File: src/rtl/pcileech_sysctl.sv
// pcileech_sysctl: reset sequencer, 64-bit tickcount and LED driver.
// Optional button debounce: define PCILEECH_SYSCTL_DEBOUNCE_EN.
//
// Ports:
//   clk, rst_n        clock, async active-low reset
//   btn_rst, btn_inv  async buttons (reset request, LED invert)
//   led_mode          2 bits per LED: off/on/heartbeat/activity
//   led_act           per-LED activity pulses (clk domain)
//   tickcount         free-running cycle counter
//   rst_out/_n        system reset to core, and its inverse
//   led               registered LED drive
module pcileech_sysctl #(
  parameter int NUM_LED         = 3,
  parameter int POR_CYCLES      = 64,
  parameter int BLINK_BIT       = 26,
  parameter int STRETCH_CYCLES  = 1 << 22,
  parameter int DEBOUNCE_CYCLES = 1 << 16
) (
  input  logic                 clk,
  input  logic                 rst_n,
  input  logic                 btn_rst,
  input  logic                 btn_inv,
  input  logic [2*NUM_LED-1:0] led_mode,
  input  logic [NUM_LED-1:0]   led_act,
  output logic [63:0]          tickcount,
  output logic                 rst_out,
  output logic                 rst_out_n,
  output logic [NUM_LED-1:0]   led
);

  localparam int PW = $clog2(POR_CYCLES + 1);
  localparam int SW = $clog2(STRETCH_CYCLES + 1);
  localparam logic [PW-1:0] POR_LAST =
    PW'(POR_CYCLES - 1);
  localparam logic [SW-1:0] S_LOAD =
    SW'(STRETCH_CYCLES);

  typedef enum logic {
    HOLD,
    RUN
  } state_t;

  state_t               state;
  logic [PW-1:0]        por_cnt;
  logic [1:0]           rst_sync;
  logic [1:0]           inv_sync;
  logic                 rst_c;
  logic                 inv_c;
  logic [NUM_LED-1:0]   led_nxt;

  always_ff @(posedge clk or negedge rst_n) begin
    if (!rst_n) begin
      tickcount <= '0;
    end else begin
      tickcount <= tickcount + 64'd1;
    end
  end

  always_ff @(posedge clk or negedge rst_n) begin
    if (!rst_n) begin
      rst_sync <= '0;
      inv_sync <= '0;
    end else begin
      rst_sync <= {rst_sync[0], btn_rst};
      inv_sync <= {inv_sync[0], btn_inv};
    end
  end

`ifdef PCILEECH_SYSCTL_DEBOUNCE_EN
  localparam int DW = $clog2(DEBOUNCE_CYCLES + 1);
  localparam logic [DW-1:0] DB_LAST =
    DW'(DEBOUNCE_CYCLES - 1);

  logic [DW-1:0] rst_db;
  logic [DW-1:0] inv_db;

  // Output flips only after a run of mismatching
  // samples; any agreeing sample restarts the run.
  always_ff @(posedge clk or negedge rst_n) begin
    if (!rst_n) begin
      rst_db <= '0;
      inv_db <= '0;
      rst_c  <= 1'b0;
      inv_c  <= 1'b0;
    end else begin
      if (rst_sync[1] != rst_c) begin
        if (rst_db == DB_LAST) begin
          rst_c  <= rst_sync[1];
          rst_db <= '0;
        end else begin
          rst_db <= rst_db + DW'(1);
        end
      end else begin
        rst_db <= '0;
      end
      if (inv_sync[1] != inv_c) begin
        if (inv_db == DB_LAST) begin
          inv_c  <= inv_sync[1];
          inv_db <= '0;
        end else begin
          inv_db <= inv_db + DW'(1);
        end
      end else begin
        inv_db <= '0;
      end
    end
  end
`else
  assign rst_c = rst_sync[1];
  assign inv_c = inv_sync[1];
`endif

  // A held button pins por_cnt at 0 so release
  // always yields the full hold time.
  always_ff @(posedge clk or negedge rst_n) begin
    if (!rst_n) begin
      state   <= HOLD;
      por_cnt <= '0;
      rst_out <= 1'b1;
    end else begin
      unique case (state)
        HOLD: begin
          if (rst_c) begin
            por_cnt <= '0;
          end else if (por_cnt == POR_LAST) begin
            state   <= RUN;
            rst_out <= 1'b0;
          end else begin
            por_cnt <= por_cnt + PW'(1);
          end
        end
        RUN: begin
          if (rst_c) begin
            state   <= HOLD;
            por_cnt <= '0;
            rst_out <= 1'b1;
          end
        end
      endcase
    end
  end

  assign rst_out_n = ~rst_out;

  for (genvar i = 0; i < NUM_LED; i++) begin : g_led
    logic [SW-1:0] sc;
    logic [1:0]    m;

    assign m = led_mode[2*i +: 2];

    // Reload beats expiry; runs in every mode.
    always_ff @(posedge clk or negedge rst_n) begin
      if (!rst_n) begin
        sc <= '0;
      end else if (led_act[i]) begin
        sc <= S_LOAD;
      end else if (sc != '0) begin
        sc <= sc - SW'(1);
      end
    end

    always_comb begin
      led_nxt[i] = 1'b0;
      unique case (m)
        2'b00: led_nxt[i] = 1'b0;
        2'b01: led_nxt[i] = 1'b1;
        2'b10: led_nxt[i] = tickcount[BLINK_BIT];
        2'b11: led_nxt[i] = |sc;
      endcase
    end
  end

  always_ff @(posedge clk or negedge rst_n) begin
    if (!rst_n) begin
      led <= '0;
    end else begin
      led <= led_nxt ^ {NUM_LED{inv_c}};
    end
  end

endmodule

File: config.mk
export PLATFORM = sky130hd
export DESIGN_NAME = pcileech_sysctl
export DESIGN_NICKNAME = d
export VERILOG_FILES = /design/src/rtl/pcileech_sysctl.sv
export SDC_FILE = /design/constraint.sdc
export NUM_CORES = 1
export LEC_CHECK = 0
export CORE_MARGIN = 2
export CORE_UTILIZATION = 40
export CTS_CLUSTER_DIAMETER = 200
export CTS_CLUSTER_SIZE = 30
export DETAILED_ROUTE_END_ITERATION = 10
export GPL_TIMING_DRIVEN = 0
export PLACE_DENSITY = 0.7
export SYNTH_ARGS = -nofsm -noshare
export SYNTH_HDL_FRONTEND = slang
export SYNTH_SLANG_ARGS = --single-unit
File: constraint.sdc
create_clock -name clk -period 3.6 [get_ports clk]
set_clock_uncertainty 0.1 [all_clocks]
set_input_delay 0.36 -clock clk [delete_from_list [all_inputs] [get_ports clk]]
set_output_delay 0.36 -clock clk [all_outputs]
set_load 0.02 [all_outputs]
==> results.yml, run 1 <==
setup_path:
  rr_worst_depth: 7
  crit_fanout: 10
  critical_path_class: "reg -> reg"
  ff2ff_setup_slack_ns: 0.60
  critical_path.startpoint: "tickcount[26]$_DFF_PN0_"
  worst_setup_path_start_kind: "register"
  critPathCaptureType: "register"
  r2r_end: "tickcount[59]$_DFF_PN0_"
  cp.required_ns: 3.80
  cp.arrival_ns: 3.20
  rr_startpoint: "tickcount[26]$_DFF_PN0_"
synth:
  syn_area_um2: 7150
  synth_async_sr_flop_share: 1.00
  ys_seq_elements: 149
  yosysUniqueCellTypes: 46
  synth.net_count: 722
  synth_edf_count: 0
  yosysSeqAreaShare: 0.521
  synthCells: 704
  ys.flop_type: "dfrtp_1"
  ys_warn_count: 0
  synth.avg_cell_area_um2: 10.2
global_routing:
  grt_overflow: 0
  grt_util_met1: 0.228
  grt_pass1_vias: 5398
  grt_pass1_wl_mm: 25.9
  grt_usage: 0.173
  grt_max_degree: 100
  grt.met3_usage: 0.0585
  antenna_found_initial: 0
  grtUsageMet2: 0.270
  grt-busiest-layer: "met2"
drt:
  ant_nets: 0
  drt-initial-drc-count: 334
  routedWlPerCell_um: 14.5
  viasPerCell: 5.27
  drc: 0
  vias: 5501
  drtPass1Iterations: 4
  routed_wl_mm: 15.1
run_status:
  status: "finished clean"
floorplanning:
  core-area_um2: 17400
  pin_count: 82
  fp.dieH_um: 138
  row_count: 48
  die-area_um2: 19000
  start_util: 0.411
  die_x_um: 138
timing:
  worst_pin_slew_ns: 1.06
  slew_headroom: 0.284
  hold_violations: 0
  post-route-worst-setup-slack_ns: 0.604
  final-setup-viol-count: 0
  holdWs_ns: 0.248
  max_freq_ghz: 0.334
  rsz0062_at_grt: "false"
  finalCritPeriodShare: 0.832
  fin_crit_ns: 3.00
  maxSlewViolCount: 0
place:
  numPortBuffers: 80
  hpwl_mm: 10.2
  place_ws_ns: 0.597
  gp_congestion: 0.782
cts:
  worst_skew_pair.late_latency_ns: 0.42
  cts_tree: "done"
  h-tree-depth: 4
  cts.path.max_buffers: 2
  clkSinkCount: 149
  clock_tree.root_cell: "clkbuf_16"
  cts_setup_buffers: 0
  cts_inserted_buffers: 17
  clkTransAtPathRegs_ns: 0.06
cells_and_area:
  layout_common_cells: "dfrtp_1, nor2_1, clkdlybuf4s50_1"
  drive_gt1_frac: 0.0574
  final_nets: 824
  area_growth_syn_to_layout_pct: 23.9
  n_fill_cell: 1572
  antenna_cells: 0
  mostFrequentLayoutCell: "dfrtp_1"
hold_path:
  hold_path_class: "reg -> reg"
  min_delay_worst_endpoint: "rst_sync[1]$_DFF_PN0_"
  min_path_cells: 0
  hp-start: "rst_sync[0]$_DFF_PN0_"
power_and_ir_drop:
  p_leak_uw: 0.00375
  power_density_nw_per_um2: 681
  peakVddDrop_mv: 0.441
job:
  drv_cap: 0
registers in the layout, indices dropped and copies added, names as in the netlist:
| register | cells |
|---|---|
| g_led.sc | 69 |
| inv_sync | 2 |
| led | 3 |
| por_cnt | 7 |
| rst_out | 1 |
| rst_sync | 2 |
| state | 1 |
| tickcount | 64 |
power breakdown:
group | internal (µW) | switching, µW
Clock | 1110 | 652
Sequential | 2000 | 335
Combinational | 878 | 1060
what timing repair did:
item                                    in CTS  in global routing
resized for setup                            0                  0
hold buffers                                 1                  0
endpoints found under the hold margin       49                  0
endpoints found under the setup margin       0                  0
cell type report:
| cell class | count | area, µm² | area share |
|---|---|---|---|
| Tap cell | 225 | 282 | 0.0318 |
| Clock inverter | 4 | 70.1 | 0.00790 |
| Multi-Input combinational cell | 516 | 3280 | 0.370 |
| Inverter | 17 | 63.8 | 0.00720 |
| Clock buffer | 28 | 517 | 0.0583 |
| Timing Repair Buffer | 83 | 845 | 0.0953 |
| Sequential cell | 149 | 3730 | 0.421 |
| Buffer | 22 | 82.6 | 0.00931 |
worst max-delay path, stage by stage (launching register included):
cell      delay (ns)
dfrtp_1         0.33
clkbuf_1        0.37
and4_1          0.31
nand2_1         0.10
nor4_2          0.83
clkbuf_1        0.49
nand4_1         0.19
xnor2_1         0.16
worst max path at each step:
stage / to / slack, ns / cells past startpoint
finish: tickcount[59]$_DFF_PN0_ / 0.60 / 7
CTS: tickcount[57]$_DFF_PN0_ / 0.56 / 7
detailed placement: tickcount[59]$_DFF_PN0_ / 0.60 / 7
global placement: tickcount[52]$_DFF_PN0_ / -4.03 / 1
floorplan: g_led[1].sc[22]$_DFFE_PN0P_ / 0.86 / 7
global route: tickcount[59]$_DFF_PN0_ / 0.36 / 7
per-stage QoR:
stage	utilization	cells	setup TNS, ns	total power [µW]	instance area [µm²]
finish	0.509	1044	0	6030	8870
global route	0.509	1044	0	6470	8870
CTS	0.509	1043	0	6070	8860
detailed placement	0.474	1010	0	4270	8260
global placement	0.473	1009	-596.73	4230	8240
floorplan	-	704	0	3850	7150
metal layers:
layer  vias up  wire, µm
li1       2697         -
met5         -         0
met2       122      6880
met4         0       139
met1      2670      7180
met3        12       950
logic make-up after synthesis:
family	count (synthesis)	share of synthesized area
muxes	9	0.0135
and+or+nand+nor	323	0.243
AOI/OAI and AO/OA	67	0.0554
DFF	149	0.521
adders and majority gates	5	0.00875
xor gates and xnor gates	112	0.137
buffers and inverters	39	0.0205
cell usage after synthesis (20+ instances only):
library cell,instances,share of area
xor2_1,38,0.047
nand2_1,42,0.022
nor3_1,21,0.015
o21ai_0,20,0.014
nor4_1,24,0.021
nor2_1,87,0.046
clkbuf_1,21,0.011
nand4_1,32,0.028
nand3_1,28,0.020
a21oi_1,23,0.016
dfrtp_1,148,0.52
xnor2_1,74,0.091
No activity file was read; power rests on OpenSTA's default activity.
==> inputs of run 2 (changes only) <==
--- a/config.mk
+++ b/config.mk
@@ -11,7 +11,7 @@
 export CTS_CLUSTER_SIZE = 30
 export DETAILED_ROUTE_END_ITERATION = 10
 export GPL_TIMING_DRIVEN = 0
-export PLACE_DENSITY = 0.7
+export PLACE_DENSITY = 0.72
 export SYNTH_ARGS = -nofsm -noshare
 export SYNTH_HDL_FRONTEND = slang
 export SYNTH_SLANG_ARGS = --single-unit
==> constraint.sdc (replaced) <==
create_clock -name clk -period 2.6 [get_ports clk]
set_clock_uncertainty 0.1 [all_clocks]
set_input_delay 0.26 -clock clk [delete_from_list [all_inputs] [get_ports clk]]
set_output_delay 0.26 -clock clk [all_outputs]
set_load 0.02 [all_outputs]
==> run 2 against run 1 <==
Against the previous run:
- the run now ends with setup timing left
- final area grew 2.8%
- non-clock buffer count grew 9
- cell count grew 0.86%
- fmax grew 13%
- combinational power grew 52%
- total power grew 47%
- flip-flop and latch count is the same
==> results.yml, run 2 (synthesized netlist as in run 1, its figures left out) <==
floorplanning:
  pin_count: 82
  die_x_um: 138
  start_util: 0.411
  die-area_um2: 19000
  core-area_um2: 17400
  fp.dieH_um: 138
  row_count: 48
cells_and_area:
  final_nets: 833
  drive_gt1_frac: 0.0990
  largest_reg_flops: 69
  antenna_cells: 0
  top_regs: "g_led.sc x69, tickcount x64, por_cnt x7"
  layout_common_cells: "dfrtp_1, nor2_1, clkdlybuf4s50_1"
  mostFrequentLayoutCell: "dfrtp_1"
  largest_register: "g_led.sc"
  area_growth_syn_to_layout_pct: 27.4
  n_fill_cell: 1508
drt:
  routedWlPerCell_um: 14.7
  drtPass1Iterations: 4
  routed_wl_mm: 15.5
  drt-initial-drc-count: 394
  vias: 5578
  drc: 0
  ant_nets: 0
  viasPerCell: 5.30
timing:
  tns_ns: -0.0402
  max_freq_ghz: 0.379
  maxSlewViolCount: 0
  finalCritPeriodShare: 1.02
  rsz0062_at_grt: "true"
  final-setup-viol-count: 1
  fin_crit_ns: 2.64
  slew_headroom: 0.464
  worst_pin_slew_ns: 0.797
  post-route-worst-setup-slack_ns: -0.0402
  hold_violations: 0
global_routing:
  antenna_found_initial: 0
  grt_overflow: 0
  grt_pass1_wl_mm: 26.8
  grt_usage: 0.178
  grt_max_degree: 101
  grt_pass1_vias: 5550
hold_path:
  min_path_cells: 1
  hold_path_class: "in -> reg"
setup_path:
  cp.required_ns: 2.81
  crit_fanout: 4
  worst_setup_path_start_kind: "register"
  critical_path_class: "reg -> reg"
  critPathCaptureType: "register"
  cp.arrival_ns: 2.85
  rr_worst_depth: 5
cts:
  h-tree-depth: 4
  worst_skew_pair.late_latency_ns: 0.42
  cts.path.max_buffers: 2
  cts_inserted_buffers: 17
  clock_tree.root_cell: "clkbuf_16"
  clkTransAtPathRegs_ns: 0.06
  cts_tree: "done"
  clkSinkCount: 149
place:
  gp_congestion: 0.802
  numPortBuffers: 80
  place_ws_ns: -0.449
  hpwl_mm: 10.1
power_and_ir_drop:
  p_leak_uw: 0.00387
  peakVddDrop_mv: 0.575
  power_density_nw_per_um2: 976
  fin_total_pwr_uw: 8890
run_status:
  violations: "setup timing"
  status: "finished, violations left"
job:
  drv_cap: 0
[run 2: cell types whose count changed in the layout (fill, tap and decap cells not counted), sizes merged]
| cell | previous run | this run |
|---|---|---|
| buf | 3 | 14 |
| clkbuf | 50 | 37 |
| clkinv | 2 | 5 |
| clkinvlp | 0 | 2 |
| inv | 17 | 20 |
| bufinv | 2 | 5 |
[run 2: final timing paths]
check,end,start,slack [ns]
max,g_led[1].sc[22]$_DFFE_PN0P_,g_led[1].sc[10]$_DFFE_PN0P_,-0.04
min,rst_sync[0]$_DFF_PN0_,btn_rst,0.18
max reg2reg,g_led[1].sc[22]$_DFFE_PN0P_,g_led[1].sc[10]$_DFFE_PN0P_,-0.04
min reg2reg,rst_sync[1]$_DFF_PN0_,rst_sync[0]$_DFF_PN0_,0.26
max in group asynchronous,tickcount[48]$_DFF_PN0_,rst_n,1.30
min in group asynchronous,por_cnt[2]$_DFFE_PN0N_,rst_n,0.25
[run 2: stage by stage]
step / hold WS [ns] / utilization / cell area (µm²) / cells
final: 0.181 / 0.523 / 9110 / 1053
after global routing: 0.161 / 0.523 / 9110 / 1053
after CTS: 0.167 / 0.518 / 9010 / 1048
after detailed placement: 0.137 / 0.475 / 8270 / 1010
after global placement: 0.237 / 0.473 / 8240 / 1009
after floorplan: -0.136 / - / 7160 / 704
[run 2: what timing repair did]
action                                  4_1_cts  5_1_grt
endpoints found under the hold margin        48        0
gates cloned                                  0        0
endpoints found under the setup margin       53       45
gates resized for setup                      10       17
pin swaps                                     1        2
hold buffers                                  1        0
setup buffers                                 5        6
[run 2: layout make-up]
class	instances	area, µm²	area share
tap	225	282	0.0309
clock buffer	17	425	0.0467
sequential	149	3730	0.409
multi-input combinational	516	3380	0.371
inverter	17	63.8	0.00700
clock inverter	15	228	0.0250
timing repair buffer	93	922	0.101
buffer	21	82.6	0.00906
[run 2: power by group]
part / internal [µW] / switching (µW) / total (µW)
registers: 2760 / 472 / 3230
clock network: 1710 / 1010 / 2720
logic: 1370 / 1570 / 2940
[run 2: critical path, stage by stage (launching register included)]
cell,delay [ns]
dfrtp_1,0.38
or4_4,0.56
or4_4,0.56
or4_4,0.44
or3_1,0.32
a21o_1,0.18
[run 2: layer usage]
metal | wire (µm) | share of wire | track usage | up-vias
met2 | 7070 | 0.46 | 0.284 | 106
met1 | 7320 | 0.47 | 0.227 | 2745
met3 | 930 | 0.060 | 0.0629 | 14
li1 | - | - | - | 2713
met4 | 188 | 0.012 | 0.0544 | 0
met5 | 0 | 0 | 0 | -
==> inputs of run 3 (changes only) <==
--- a/config.mk
+++ b/config.mk
@@ -5,6 +5,7 @@
 export SDC_FILE = /design/constraint.sdc
 export NUM_CORES = 1
 export LEC_CHECK = 0
+export CORE_ASPECT_RATIO = 1.1
 export CORE_MARGIN = 2
 export CORE_UTILIZATION = 40
 export CTS_CLUSTER_DIAMETER = 200
==> run 3 against run 2 <==
Against the previous run:
- the run still ends with setup timing left
- register-to-register slack is essentially flat
- worst hold slack lost 0.0020 ns
- cell count grew 1.0%
- combinational power is essentially flat
- first-iteration DRC count shrank 12%
- die area is essentially flat
- largest cell class unchanged
- largest power group unchanged
==> results.yml, run 3 (synthesized netlist as in run 1, its figures left out) <==
timing:
  worst_pin_slew_ns: 0.763
  maxSlewViolCount: 0
  slew_headroom: 0.486
  rsz0062_at_grt: "true"
  post-route-worst-setup-slack_ns: -0.0468
  hold_violations: 0
  fin_crit_ns: 2.65
  tns_ns: -0.0579
  max_freq_ghz: 0.378
  finalCritPeriodShare: 1.02
  final-setup-viol-count: 2
floorplanning:
  pin_count: 82
  row_count: 51
  die_x_um: 132
  core-area_um2: 17600
  die-area_um2: 19000
  start_util: 0.406
  fp.dieH_um: 144
global_routing:
  grt_overflow: 0
  antenna_found_initial: 0
  grt_pass1_wl_mm: 26.4
  grt_usage: 0.171
  grt_pass1_vias: 5445
  grt_max_degree: 98
drt:
  drtPass1Iterations: 4
  drt-initial-drc-count: 347
  routedWlPerCell_um: 14.7
  routed_wl_mm: 15.6
  viasPerCell: 5.21
  ant_nets: 0
  drc: 0
  vias: 5547
setup_path:
  rr_worst_depth: 5
  critical_path_class: "reg -> reg"
  rr_startpoint: "g_led[1].sc[7]$_DFFE_PN0P_"
  r2r_end: "g_led[1].sc[22]$_DFFE_PN0P_"
  crit_fanout: 4
  cp.required_ns: 2.81
  ff2ff_setup_slack_ns: -0.05
  worst_setup_path_start_kind: "register"
  critPathCaptureType: "register"
  cp.arrival_ns: 2.86
cells_and_area:
  top_regs: "g_led.sc x69, tickcount x64, por_cnt x7"
  mostFrequentLayoutCell: "dfrtp_1"
  layout_common_cells: "dfrtp_1, nor2_1, clkdlybuf4s50_1"
  area_growth_syn_to_layout_pct: 26.9
  final-instance-count-excl-fill: 1064
  drive_gt1_frac: 0.0920
  antenna_cells: 0
  largest_reg_flops: 69
  utilization: 0.515
  final_area_um2: 9080
  final_nets: 831
  largest_register: "g_led.sc"
cts:
  worst_skew_pair.late_latency_ns: 0.42
  cts.path.max_buffers: 2
  clkSinkCount: 149
  cts_inserted_buffers: 17
  clock_tree.root_cell: "clkbuf_16"
  clkTransAtPathRegs_ns: 0.06
  cts_tree: "done"
  h-tree-depth: 4
hold_path:
  hp-start: "btn_inv"
  hold_path_class: "in -> reg"
  min_path_cells: 1
  min_delay_worst_endpoint: "inv_sync[0]$_DFF_PN0_"
power_and_ir_drop:
  peakVddDrop_mv: 0.601
  power_frac_comb: 0.337
  p_sw_uw: 3020
  p_int_uw: 5720
  p_leak_uw: 0.00385
  power_density_nw_per_um2: 963
  netSwitchingFraction: 0.345
  seqPwrFrac: 0.371
  p_clk_frac: 0.292
place:
  hpwl_mm: 10.4
  placedCellCount: 1023
  dpl_cell_area_um2: 8280
  numPortBuffers: 80
  gp_congestion: 0.791
  place_ws_ns: -0.472
run_status:
  violations: "setup timing"
  status: "finished, violations left"
job:
  drv_cap: 0
## run 3: layer usage
metal / part of all wire / up-vias / routed length, µm / GRT usage
met5: 0 / - / 0 / 0
met3: 0.058 / 14 / 904 / 0.0515
met4: 0.011 / 0 / 174 / 0.0686
met1: 0.46 / 2702 / 7220 / 0.219
li1: - / 2718 / - / -
met2: 0.47 / 113 / 7310 / 0.273
## run 3: through the flow
stage	power (µW)	hold slack [ns]
2_1_floorplan	5340	-0.136
3_3_place_gp	5850	0.234
3_5_place_dp	5910	0.143
4_1_cts	8630	0.164
5_1_grt	9320	0.184
6_report	8740	0.179
## run 3: layout make-up
type / count / area [µm²]
Multi-Input combinational cell: 516 / 3370
Buffer: 20 / 77.6
Inverter: 17 / 63.8
Clock inverter: 10 / 145
Tap cell: 238 / 298
Timing Repair Buffer: 92 / 915
Sequential cell: 149 / 3730
Clock buffer: 22 / 474
Fill cell: 1613 / 8540
## run 3: worst max path at each step
stage,startpoint,endpoint,slack (ns),cells past startpoint
2_1_floorplan,g_led[1].sc[8]$_DFFE_PN0P_,g_led[1].sc[22]$_DFFE_PN0P_,0.02,5
3_3_place_gp,rst_n,tickcount[38]$_DFF_PN0_,-4.96,1
3_5_place_dp,tickcount[26]$_DFF_PN0_,tickcount[61]$_DFF_PN0_,-0.47,7
4_1_cts,g_led[1].sc[8]$_DFFE_PN0P_,g_led[1].sc[22]$_DFFE_PN0P_,-0.04,5
5_1_grt,g_led[0].sc[5]$_DFFE_PN0P_,g_led[0].sc[12]$_DFFE_PN0P_,-0.18,5
6_report,g_led[1].sc[7]$_DFFE_PN0P_,g_led[1].sc[22]$_DFFE_PN0P_,-0.05,5
## run 3: power by group through the flow
stage,logic (µW),registers (µW),clock network [µW]
after floorplan,2190,3150,0
after global placement,2610,3240,0
after detailed placement,2660,3250,0
after CTS,2800,3220,2610
after global routing,3290,3310,2720
final,2950,3240,2550
## run 3: timing repair
item | CTS | global route
endpoints found under the hold margin | 51 | 0
hold buffers | 1 | 0
pin swaps | 1 | 5
endpoints found under the setup margin | 41 | 44
cloned | 0 | 0
setup buffers | 5 | 5
resized for setup | 10 | 12
## run 3: worst max-delay path: stages, from the launching register on
cell	delay, ns
dfrtp_1	0.38
or4_4	0.56
or4_4	0.55
or4_4	0.44
or3_1	0.32
a21o_1	0.18
